$ cat src/rtl/segment_serializer_pkg.sv
// Shared types and constants for the segment_serializer: FSM states,
// 7-segment codes ({g,f,e,d,c,b,a}, active-high), and frame geometry.
package segment_serializer_pkg;

  typedef enum logic [2:0] {
    ST_IDLE,
    ST_LOAD,
    ST_SHIFT_LO,
    ST_SHIFT_HI,
    ST_LATCH
  } state_e;

  localparam int FRAME_BITS = 48;
  localparam int CNT_W      = 6;
  localparam int DP_BIT     = 7;

  localparam logic [6:0] SEG_0     = 7'h3F;
  localparam logic [6:0] SEG_1     = 7'h06;
  localparam logic [6:0] SEG_2     = 7'h5B;
  localparam logic [6:0] SEG_3     = 7'h4F;
  localparam logic [6:0] SEG_4     = 7'h66;
  localparam logic [6:0] SEG_5     = 7'h6D;
  localparam logic [6:0] SEG_6     = 7'h7D;
  localparam logic [6:0] SEG_7     = 7'h07;
  localparam logic [6:0] SEG_8     = 7'h7F;
  localparam logic [6:0] SEG_9     = 7'h6F;
  localparam logic [6:0] SEG_BLANK = 7'h00;

endpackage

$ cat src/rtl/segment_serializer_bcd_to_7seg.sv
// Combinational BCD digit to 7-segment pattern; non-decimal codes blank.
module bcd_to_7seg
  import segment_serializer_pkg::*;
(
  input  logic [3:0] bcd_i,
  output logic [6:0] seg_o
);

  always_comb begin
    // NOTE: default branch assigns seg_o on every path, so no latch is inferred.
    case (bcd_i)
      4'd0:    seg_o = SEG_0;
      4'd1:    seg_o = SEG_1;
      4'd2:    seg_o = SEG_2;
      4'd3:    seg_o = SEG_3;
      4'd4:    seg_o = SEG_4;
      4'd5:    seg_o = SEG_5;
      4'd6:    seg_o = SEG_6;
      4'd7:    seg_o = SEG_7;
      4'd8:    seg_o = SEG_8;
      4'd9:    seg_o = SEG_9;
      default: seg_o = SEG_BLANK;
    endcase
  end

endmodule

$ cat src/rtl/segment_serializer.sv
// Serializes six BCD digits as 7-segment bytes into a 74HC595-style chain,
// advancing only on sr_tick. Define LEADING_ZERO_BLANK_EN to blank a zero hours_msd.
module segment_serializer
  import segment_serializer_pkg::*;
#(
  parameter int DIGITS = 6
) (
  input  logic       clk,
  input  logic       reset_n,
  input  logic       sr_tick,
  input  logic       en,
  input  logic [3:0] hours_msd,
  input  logic [3:0] hours_lsd,
  input  logic [3:0] minutes_msd,
  input  logic [3:0] minutes_lsd,
  input  logic [3:0] seconds_msd,
  input  logic [3:0] seconds_lsd,
  input  logic       pm,
  output logic       serial_out,
  output logic       latch_out,
  output logic       clk_out,
  output logic       frame_done
);

  localparam int SHIFT_W = DIGITS * 8;

  state_e               state_q, state_d;
  logic [SHIFT_W-1:0]   shift_q, shift_d;
  logic [CNT_W-1:0]     cnt_q, cnt_d;
  logic                 serial_out_q, serial_out_d;
  logic                 clk_out_q, clk_out_d;
  logic                 latch_out_q, latch_out_d;
  logic                 frame_done_q, frame_done_d;

  logic [3:0]           digit_w [DIGITS];
  logic [6:0]           seg_w   [DIGITS];
  logic [SHIFT_W-1:0]   snapshot_w;
  logic                 hm_blank_w;
  logic                 last_bit_w;

  // Index 0 is the first byte on the wire (hours_msd).
  assign digit_w[0] = hours_msd;
  assign digit_w[1] = hours_lsd;
  assign digit_w[2] = minutes_msd;
  assign digit_w[3] = minutes_lsd;
  assign digit_w[4] = seconds_msd;
  assign digit_w[5] = seconds_lsd;

  for (genvar g = 0; g < DIGITS; g++) begin : g_dec
    bcd_to_7seg u_dec (
      .bcd_i (digit_w[g]),
      .seg_o (seg_w[g])
    );
  end

`ifdef LEADING_ZERO_BLANK_EN
  assign hm_blank_w = (hours_msd == 4'd0);
`else
  assign hm_blank_w = 1'b0;
`endif

  always_comb begin
    logic [7:0] byte_v;
    snapshot_w = '0;
    byte_v     = '0;
    for (int i = 0; i < DIGITS; i++) begin
      byte_v = {1'b0, seg_w[i]};
      if (i == 1) byte_v[DP_BIT] = pm;
      if ((i == 0) && hm_blank_w) byte_v = '0;
      if (!en) byte_v = '0;
      snapshot_w[SHIFT_W-1-8*i -: 8] = byte_v;
    end
  end

  assign last_bit_w = (cnt_q == CNT_W'(SHIFT_W - 1));

  // State register
  always_ff @(posedge clk or negedge reset_n) begin
    // NOTE: sequential state uses non-blocking assignments so all flops update together.
    if (!reset_n) state_q <= ST_IDLE;
    else          state_q <= state_d;
  end

  // Next-state logic
  always_comb begin
    state_d = state_q;
    if (sr_tick) begin
      case (state_q)
        ST_IDLE:     state_d = ST_LOAD;
        ST_LOAD:     state_d = ST_SHIFT_LO;
        ST_SHIFT_LO: state_d = ST_SHIFT_HI;
        ST_SHIFT_HI: state_d = last_bit_w ? ST_LATCH : ST_SHIFT_LO;
        ST_LATCH:    state_d = ST_LOAD;
        default:     state_d = ST_IDLE;
      endcase
    end
  end

  // Output / datapath next values; everything holds on non-tick cycles.
  always_comb begin
    shift_d      = shift_q;
    cnt_d        = cnt_q;
    serial_out_d = serial_out_q;
    clk_out_d    = clk_out_q;
    latch_out_d  = latch_out_q;
    frame_done_d = 1'b0;
    if (sr_tick) begin
      case (state_q)
        ST_LOAD: begin
          shift_d     = snapshot_w;
          cnt_d       = '0;
          latch_out_d = 1'b0;
        end
        ST_SHIFT_LO: begin
          serial_out_d = shift_q[SHIFT_W-1];
          clk_out_d    = 1'b0;
        end
        ST_SHIFT_HI: begin
          clk_out_d = 1'b1;
          shift_d   = {shift_q[SHIFT_W-2:0], 1'b0};
          cnt_d     = cnt_q + CNT_W'(1);
        end
        ST_LATCH: begin
          clk_out_d    = 1'b0;
          latch_out_d  = 1'b1;
          frame_done_d = 1'b1;
        end
        default: ;
      endcase
    end
  end

  always_ff @(posedge clk or negedge reset_n) begin
    if (!reset_n) begin
      shift_q      <= '0;
      cnt_q        <= '0;
      serial_out_q <= 1'b0;
      clk_out_q    <= 1'b0;
      latch_out_q  <= 1'b0;
      frame_done_q <= 1'b0;
    end else begin
      shift_q      <= shift_d;
      cnt_q        <= cnt_d;
      serial_out_q <= serial_out_d;
      clk_out_q    <= clk_out_d;
      latch_out_q  <= latch_out_d;
      frame_done_q <= frame_done_d;
    end
  end

  assign serial_out = serial_out_q;
  assign clk_out    = clk_out_q;
  assign latch_out  = latch_out_q;
  assign frame_done = frame_done_q;

endmodule

$ cat config.mk
export PLATFORM = sky130hd
export DESIGN_NAME = segment_serializer
export DESIGN_NICKNAME = d
export VERILOG_FILES = /design/src/rtl/segment_serializer_pkg.sv /design/src/rtl/segment_serializer_bcd_to_7seg.sv /design/src/rtl/segment_serializer.sv
export SDC_FILE = /design/constraint.sdc
export NUM_CORES = 1
export LEC_CHECK = 0
export CAP_MARGIN = 20
export CORE_MARGIN = 2
export CORE_UTILIZATION = 55
export CTS_BUF_LIST = sky130_fd_sc_hd__clkbuf_8
export CTS_CLUSTER_SIZE = 14
export DETAILED_ROUTE_END_ITERATION = 10
export HOLD_SLACK_MARGIN = 0.12
export PLACE_DENSITY = 0.74
export REMOVE_ABC_BUFFERS = 1
export SETUP_SLACK_MARGIN = 0.1
export SYNTH_ARGS = -nofsm -noshare
export SYNTH_HDL_FRONTEND = slang
export SYNTH_SLANG_ARGS = --single-unit
$ cat constraint.sdc
create_clock -name clk -period 1.7 [get_ports clk]
set_input_delay 0.34 -clock clk [delete_from_list [all_inputs] [get_ports clk]]
set_output_delay 0.34 -clock clk [all_outputs]
set_load 0.02 [all_outputs]
After elaboration in Yosys (flattened, before gate mapping)
Memories as Yosys holds them, arrays and structs flattened.
Index checks and enable logic that the tools add are counted.
Cells by class
  add/subtract/negate cells: 1
  multiply operators: 0
  div/mod/pow operators: 0
  order comparisons: 0
  equality and inequality tests: 5
  shift operators: 0
  muxes and demuxes: 14
  bitwise operators: 0
  reductions and logical operators: 10
Operators with widths (number)
  48-bit one-hot mux with 2 select lines: 1
  7-bit 2-to-1 mux: 5
  3-bit one-hot mux with 4 select lines: 1
  6-bit one-hot mux with 2 select lines: 1
  8-bit 2-to-1 mux: 1
  2-bit AND reduction: 4
  6-bit by 1-bit adder with 6-bit output (second input constant): 1
  3-bit by 2-bit equality test with 1-bit output (second input constant): 2
  6-bit equality test (second input constant): 1
  2-bit nonzero test: 3
  1-bit one-hot mux with 2 select lines: 2
  2-bit OR reduction: 2
  3-bit by 1-bit equality test with 1-bit output (second input constant): 1
  3-bit equality test (second input constant): 1
  3-bit zero test: 1
  3-bit 2-to-1 mux: 1
  1-bit 2-to-1 mux: 2
Storage, ports and cells
  flip-flop bits (word level): 61
  latch bits: 0
  memory bits (writable): 0
  memory bits (read-only): 672
  output and inout bits: 4
  logic and storage cells: 43
  memories kept: 6
Memory list
  (name not given): words 16, bits a word 7, read ports 1, clocked after memory_dff 0, wr ports 0, RTL line segment_serializer_bcd_to_7seg.sv:11  | case (bcd_i)
  (name not given): words 16, bits a word 7, read ports 1, clocked after memory_dff 0, wr ports 0, RTL line segment_serializer_bcd_to_7seg.sv:11
  (name not given): words 16, bits a word 7, read ports 1, clocked after memory_dff 0, wr ports 0, RTL line segment_serializer_bcd_to_7seg.sv:11
  (name not given): words 16, bits a word 7, read ports 1, clocked after memory_dff 0, wr ports 0, RTL line segment_serializer_bcd_to_7seg.sv:11
  (name not given): words 16, bits a word 7, read ports 1, clocked after memory_dff 0, wr ports 0, RTL line segment_serializer_bcd_to_7seg.sv:11
  (name not given): words 16, bits a word 7, read ports 1, clocked after memory_dff 0, wr ports 0, RTL line segment_serializer_bcd_to_7seg.sv:11

Longest topological paths before layout
  depth in word-level cells: 4
  mapped depth: 6
  gate-level depth less buffers: 6

Cells and area by module
A second synthesis with hierarchy kept.
Second synthesis, totals
  cells, all modules: 416
  area, all modules: 3902.5 um^2
Modules (own cells, without submodules)
  segment_serializer: times used 1, cells each 258, area each 2676.3 um^2, seq. area each 1526.5 um^2
  bcd_to_7seg at g_dec[0].u_dec ...: times used 5, cells each 26, area each 201.4 um^2, seq. area each 0.0 um^2
  bcd_to_7seg at g_dec[1].u_dec: times used 1, cells each 28, area each 219.0 um^2, seq. area each 0.0 um^2

Least setup slack after synthesis
OpenSTA, ideal clock, no wires.
  kind: register -> register
  from: reg state_q[0]
  to: reg shift_q[9]
  library setup time: 124 ps
  arrival time: 1220 ps
  required time: 1576 ps
  slack: 356 ps
  stages on the path, launching flop included: 6
  path buffers: 2
  cells stage by stage: dfrtp_1 -> buf_4 -> and3b_1 -> buf_6 -> and3_4 -> a211o_1
On the way
  word-level cells in the longest chain between the ends: 3
  elaborated cells on any way between the ends: 5
  classes of those cells: eq/ne: 2; mux: 1; reduce/logical: 2
Ends and longest elaborated chain
  start: declaration: RTL line segment_serializer.sv:27  | state_e state_q, state_d;
  start signal: assignment: RTL line segment_serializer.sv:81  | else state_q <= state_d;
  3-bit by 2-bit equality test with 1-bit output / 3-bit by 1-bit equality test with 1-bit output (equally long branches): RTL line segment_serializer.sv:108  | case (state_q)
  2-bit nonzero test (no line)
  2-bit AND reduction (no line)
  end signal: assignment: RTL line segment_serializer.sv:142  | shift_q <= shift_d;
  end: declaration: RTL line segment_serializer.sv:28  | logic [SHIFT_W-1:0] shift_q, shift_d;
Parallel ways exist; a longest one is shown, timed or not.
A chain may end at the register's enable or synchronous reset.

Worst setup path in the final report
  from: in minutes_msd[0]
  to: reg shift_q[27]
On the way
  word-level cells in the longest chain between the ends: 3
Ends and longest elaborated chain
  start: declaration: RTL line segment_serializer.sv:14  | input logic [3:0] minutes_msd,
  memory read 16 x 7 bit
  7-bit 2-to-1 mux: RTL line segment_serializer.sv:70  | if (!en) byte_v = '0;
  48-bit one-hot mux with 2 select lines: RTL line segment_serializer.sv:108
Every way passes these cells.

==> out/metrics.csv <==
metric,value,unit
cts_tree,done,
power_density,1043,nW/um2
drt_first_pass_iters,4,
routed_wl,8449,um
synth_top_cell_by_area,dfrtp_1,
tightest_slew,0.4666,ns
first_global_vias,3185,
end_kind,flip-flop,
port_buffers,32,
cts.sinks,61,
fp-row-count,30,
io-pin-count,33,
vias,3249,
peakVddDrop,0.6135,mV
final_layout_size_suffix_gt1_frac,0.1831,
rsz0062_at_grt,false,
remaining_drc_errors,0,
synthTopCellsByCount,"dfrtp_1 (61), a21oi_1 (44), o21ai_0 (40)",
p_leak,0.002211,uW
slew_headroom,0.6856,
postRouteAntennaNets,0,
grt-ovfl-total,0,
path_class,input pin to flip-flop,
synth.most_common_cell,dfrtp_1,
start_util,0.5584,
worst-path-buf-inv,2,
place_congestion,0.8143,
path_clk_slew,0.06,ns
grt_util_all_layers,0.2369,
setup_viol,0,
worstPathArrival,1.74,ns
cts-root-buf,clkbuf_8,
ys_types,42,
syn_area_per_cell,9.281,um2
dp_cells,549,
netlist.area_leader.share,0.4091,
post-route-util,0.7107,
cp.required,1.91,ns
coreArea,6681,um2
status,"finished, final reports clean",
grt_first_pass_wirelength,14070,um
ys_seq_elements,61,
yosys_warnings,0,
synthFlopType,dfrtp_1,
fp.dieW,86.37,um
dpl.hpwl,5933,um
syn_to_final_growth,27.26,%
start_kind,input pin,
critPathTopFamily,compound AO/OA/AOI/OAI gates,
num_antenna_cells,0,
syn_area,3731,um2
fmax,656.0,MHz
antenna_found_initial,0,
cp_cell_sequence,"clkdlybuf4s50_1, inv_1, ha_1, a21oi_1, o21ai_0, a32oi_1, o21ai_0",
synth_seq_area_share,0.4091,
min_period,1.524,ns
slowest_stage,clkdlybuf4s50_1,
crit_fanout,2,
synthTopCellsByArea,"dfrtp_1 (41%), ha_1 (10%), a21oi_1 (5.9%)",
finalMaxSlewViolations,0,
worstHoldPathType,flip-flop to flip-flop,
via_per_inst,5.740,
max_cap_viol_count,0,
fillers,526,
async_reset_ff_frac,1.000,
drt-initial-drc-count,213,
die_area,7459,um2
clockBufferDepth,2,
h-tree-depth,3,
min_period_over_period,0.8966,
final_cell_count_no_fill,566,
critPathMostFrequentCell,o21ai_0,
wl_per_cell,14.93,um
synth_cells,402,
numCtsBuffers,9,
synth_edf_count,0,
cp_slowest_stage_delay,0.47,ns
grt_max_degree,62,
finClkSkew,0.009245,ns
fin_nets,542,
finalHoldViolations,0,
fp.dieH,86.37,um
clk_latency,0.34,ns
## worst register-to-register path, cell delays in order (launching register included)
cell and delay [ns]:
dfrtp_1 0.51, buf_4 0.32, nand4b_1 0.23, o21ai_0 0.22
nand2_1 0.07, o21ai_0 0.07
## layer usage
layer | share of wire | up-vias | track usage
li1 | - | 1592 | -
met2 | 0.50 | 89 | 0.3937
met1 | 0.45 | 1555 | 0.3066
met5 | 0 | - | 0
met4 | 0.013 | 0 | 0.08523
met3 | 0.042 | 13 | 0.05048
## final timing paths
check                                    start  slack [ns]  cells after the start           to
worst max-delay path            minutes_msd[0]        0.18                      7  shift_q[27]
worst min-delay path               shift_q[39]        0.48                      2  shift_q[39]
worst max register to register      state_q[1]        0.22                      5     cnt_q[3]
worst min register to register     shift_q[39]        0.48                      2  shift_q[39]
max in group asynchronous              reset_n        0.88                      3   shift_q[1]
min in group asynchronous              reset_n        0.52                      3     cnt_q[3]
## sequential cells by signal (all words and copies together), names as in the netlist
register / cells
cnt_q: 6
latch_out: 1
clk_out: 1
shift_q: 48
serial_out: 1
frame_done: 1
state_q: 3
## per-stage QoR
step	TNS [ns]	hold slack, ns	power (uW)	worst slack [ns]	cell area, um2
4_1_cts	0	0.4747	4970	0.1481	4728
6_report	0	0.4756	4952	0.1757	4748
3_3_place_gp	-1.520	0.3710	3483	-0.1321	4511
3_5_place_dp	-2.946	0.3725	3554	-0.2089	4511
2_1_floorplan	-10.74	0.04441	2977	-0.5167	3565
5_1_grt	0	0.4896	5261	0.1065	4748
## where the power goes
part | leakage, uW | switching, uW | internal, uW
registers | 0.000741 | 311 | 1970
logic | 0.00136 | 603 | 664
clock network | 0.000112 | 556 | 849
## final cells by class
cell class / instances / area (um2) / area share
Inverter: 18 / 67.56 / 0.01423
Multi-Input combinational cell: 294 / 1981 / 0.4171
Sequential cell: 61 / 1526 / 0.3215
Clock buffer: 10 / 137.6 / 0.02899
Timing Repair Buffer: 98 / 860.8 / 0.1813
Tap cell: 80 / 100.1 / 0.02108
Clock inverter: 5 / 75.07 / 0.01581
## repair_timing
action | 4_1_cts | 5_1_grt
setup buffers | 0 | 1
pin swaps | 0 | 2
gates resized for setup | 4 | 4
setup endpoints to repair | 4 | 6
hold buffers | 1 | 0
hold endpoints to repair | 61 | 0
## placed cells by master (no fill, tap or decap), types with 2 or more instances in the layout
cell type / n
nand2_1: 28
a32oi_1: 8
nor2b_1: 7
xnor2_1: 5
o22ai_1: 10
nand3b_4: 2
inv_1: 18
nand2b_1: 17
mux2i_1: 6
mux2_2: 2
clkdlybuf4s50_1: 26
bufinv_16: 2
a221oi_1: 2
nor2_1: 31
nor3_1: 3
a21o_1: 2
dfrtp_1: 61
a21oi_1: 43
clkinv_2: 3
a221o_1: 5
o211ai_1: 6
a211oi_1: 4
ha_1: 31
o21ai_0: 39
buf_12: 4
buf_4: 61
and3_1: 4
nand3_1: 3
o21a_1: 2
a31oi_1: 2
a22oi_1: 6
clkbuf_8: 10
nand3b_1: 4
dlygate4sd2_1: 4
a22o_1: 8
nand4b_1: 2
## cell families (layout without fill, tap and decap cells)
kind of cell | Yosys count | in the layout | synth area share
buffers and inverters | 47 | 131 | 0.06271
AOI/OAI and AO/OA | 144 | 144 | 0.2404
xor gates and xnor gates | 5 | 5 | 0.01174
and+or+nand+nor | 106 | 106 | 0.1499
DFF | 61 | 61 | 0.4091
adders and majority gates | 31 | 31 | 0.1040
muxes | 8 | 8 | 0.02213
No activity file was read; power rests on OpenSTA's default activity.
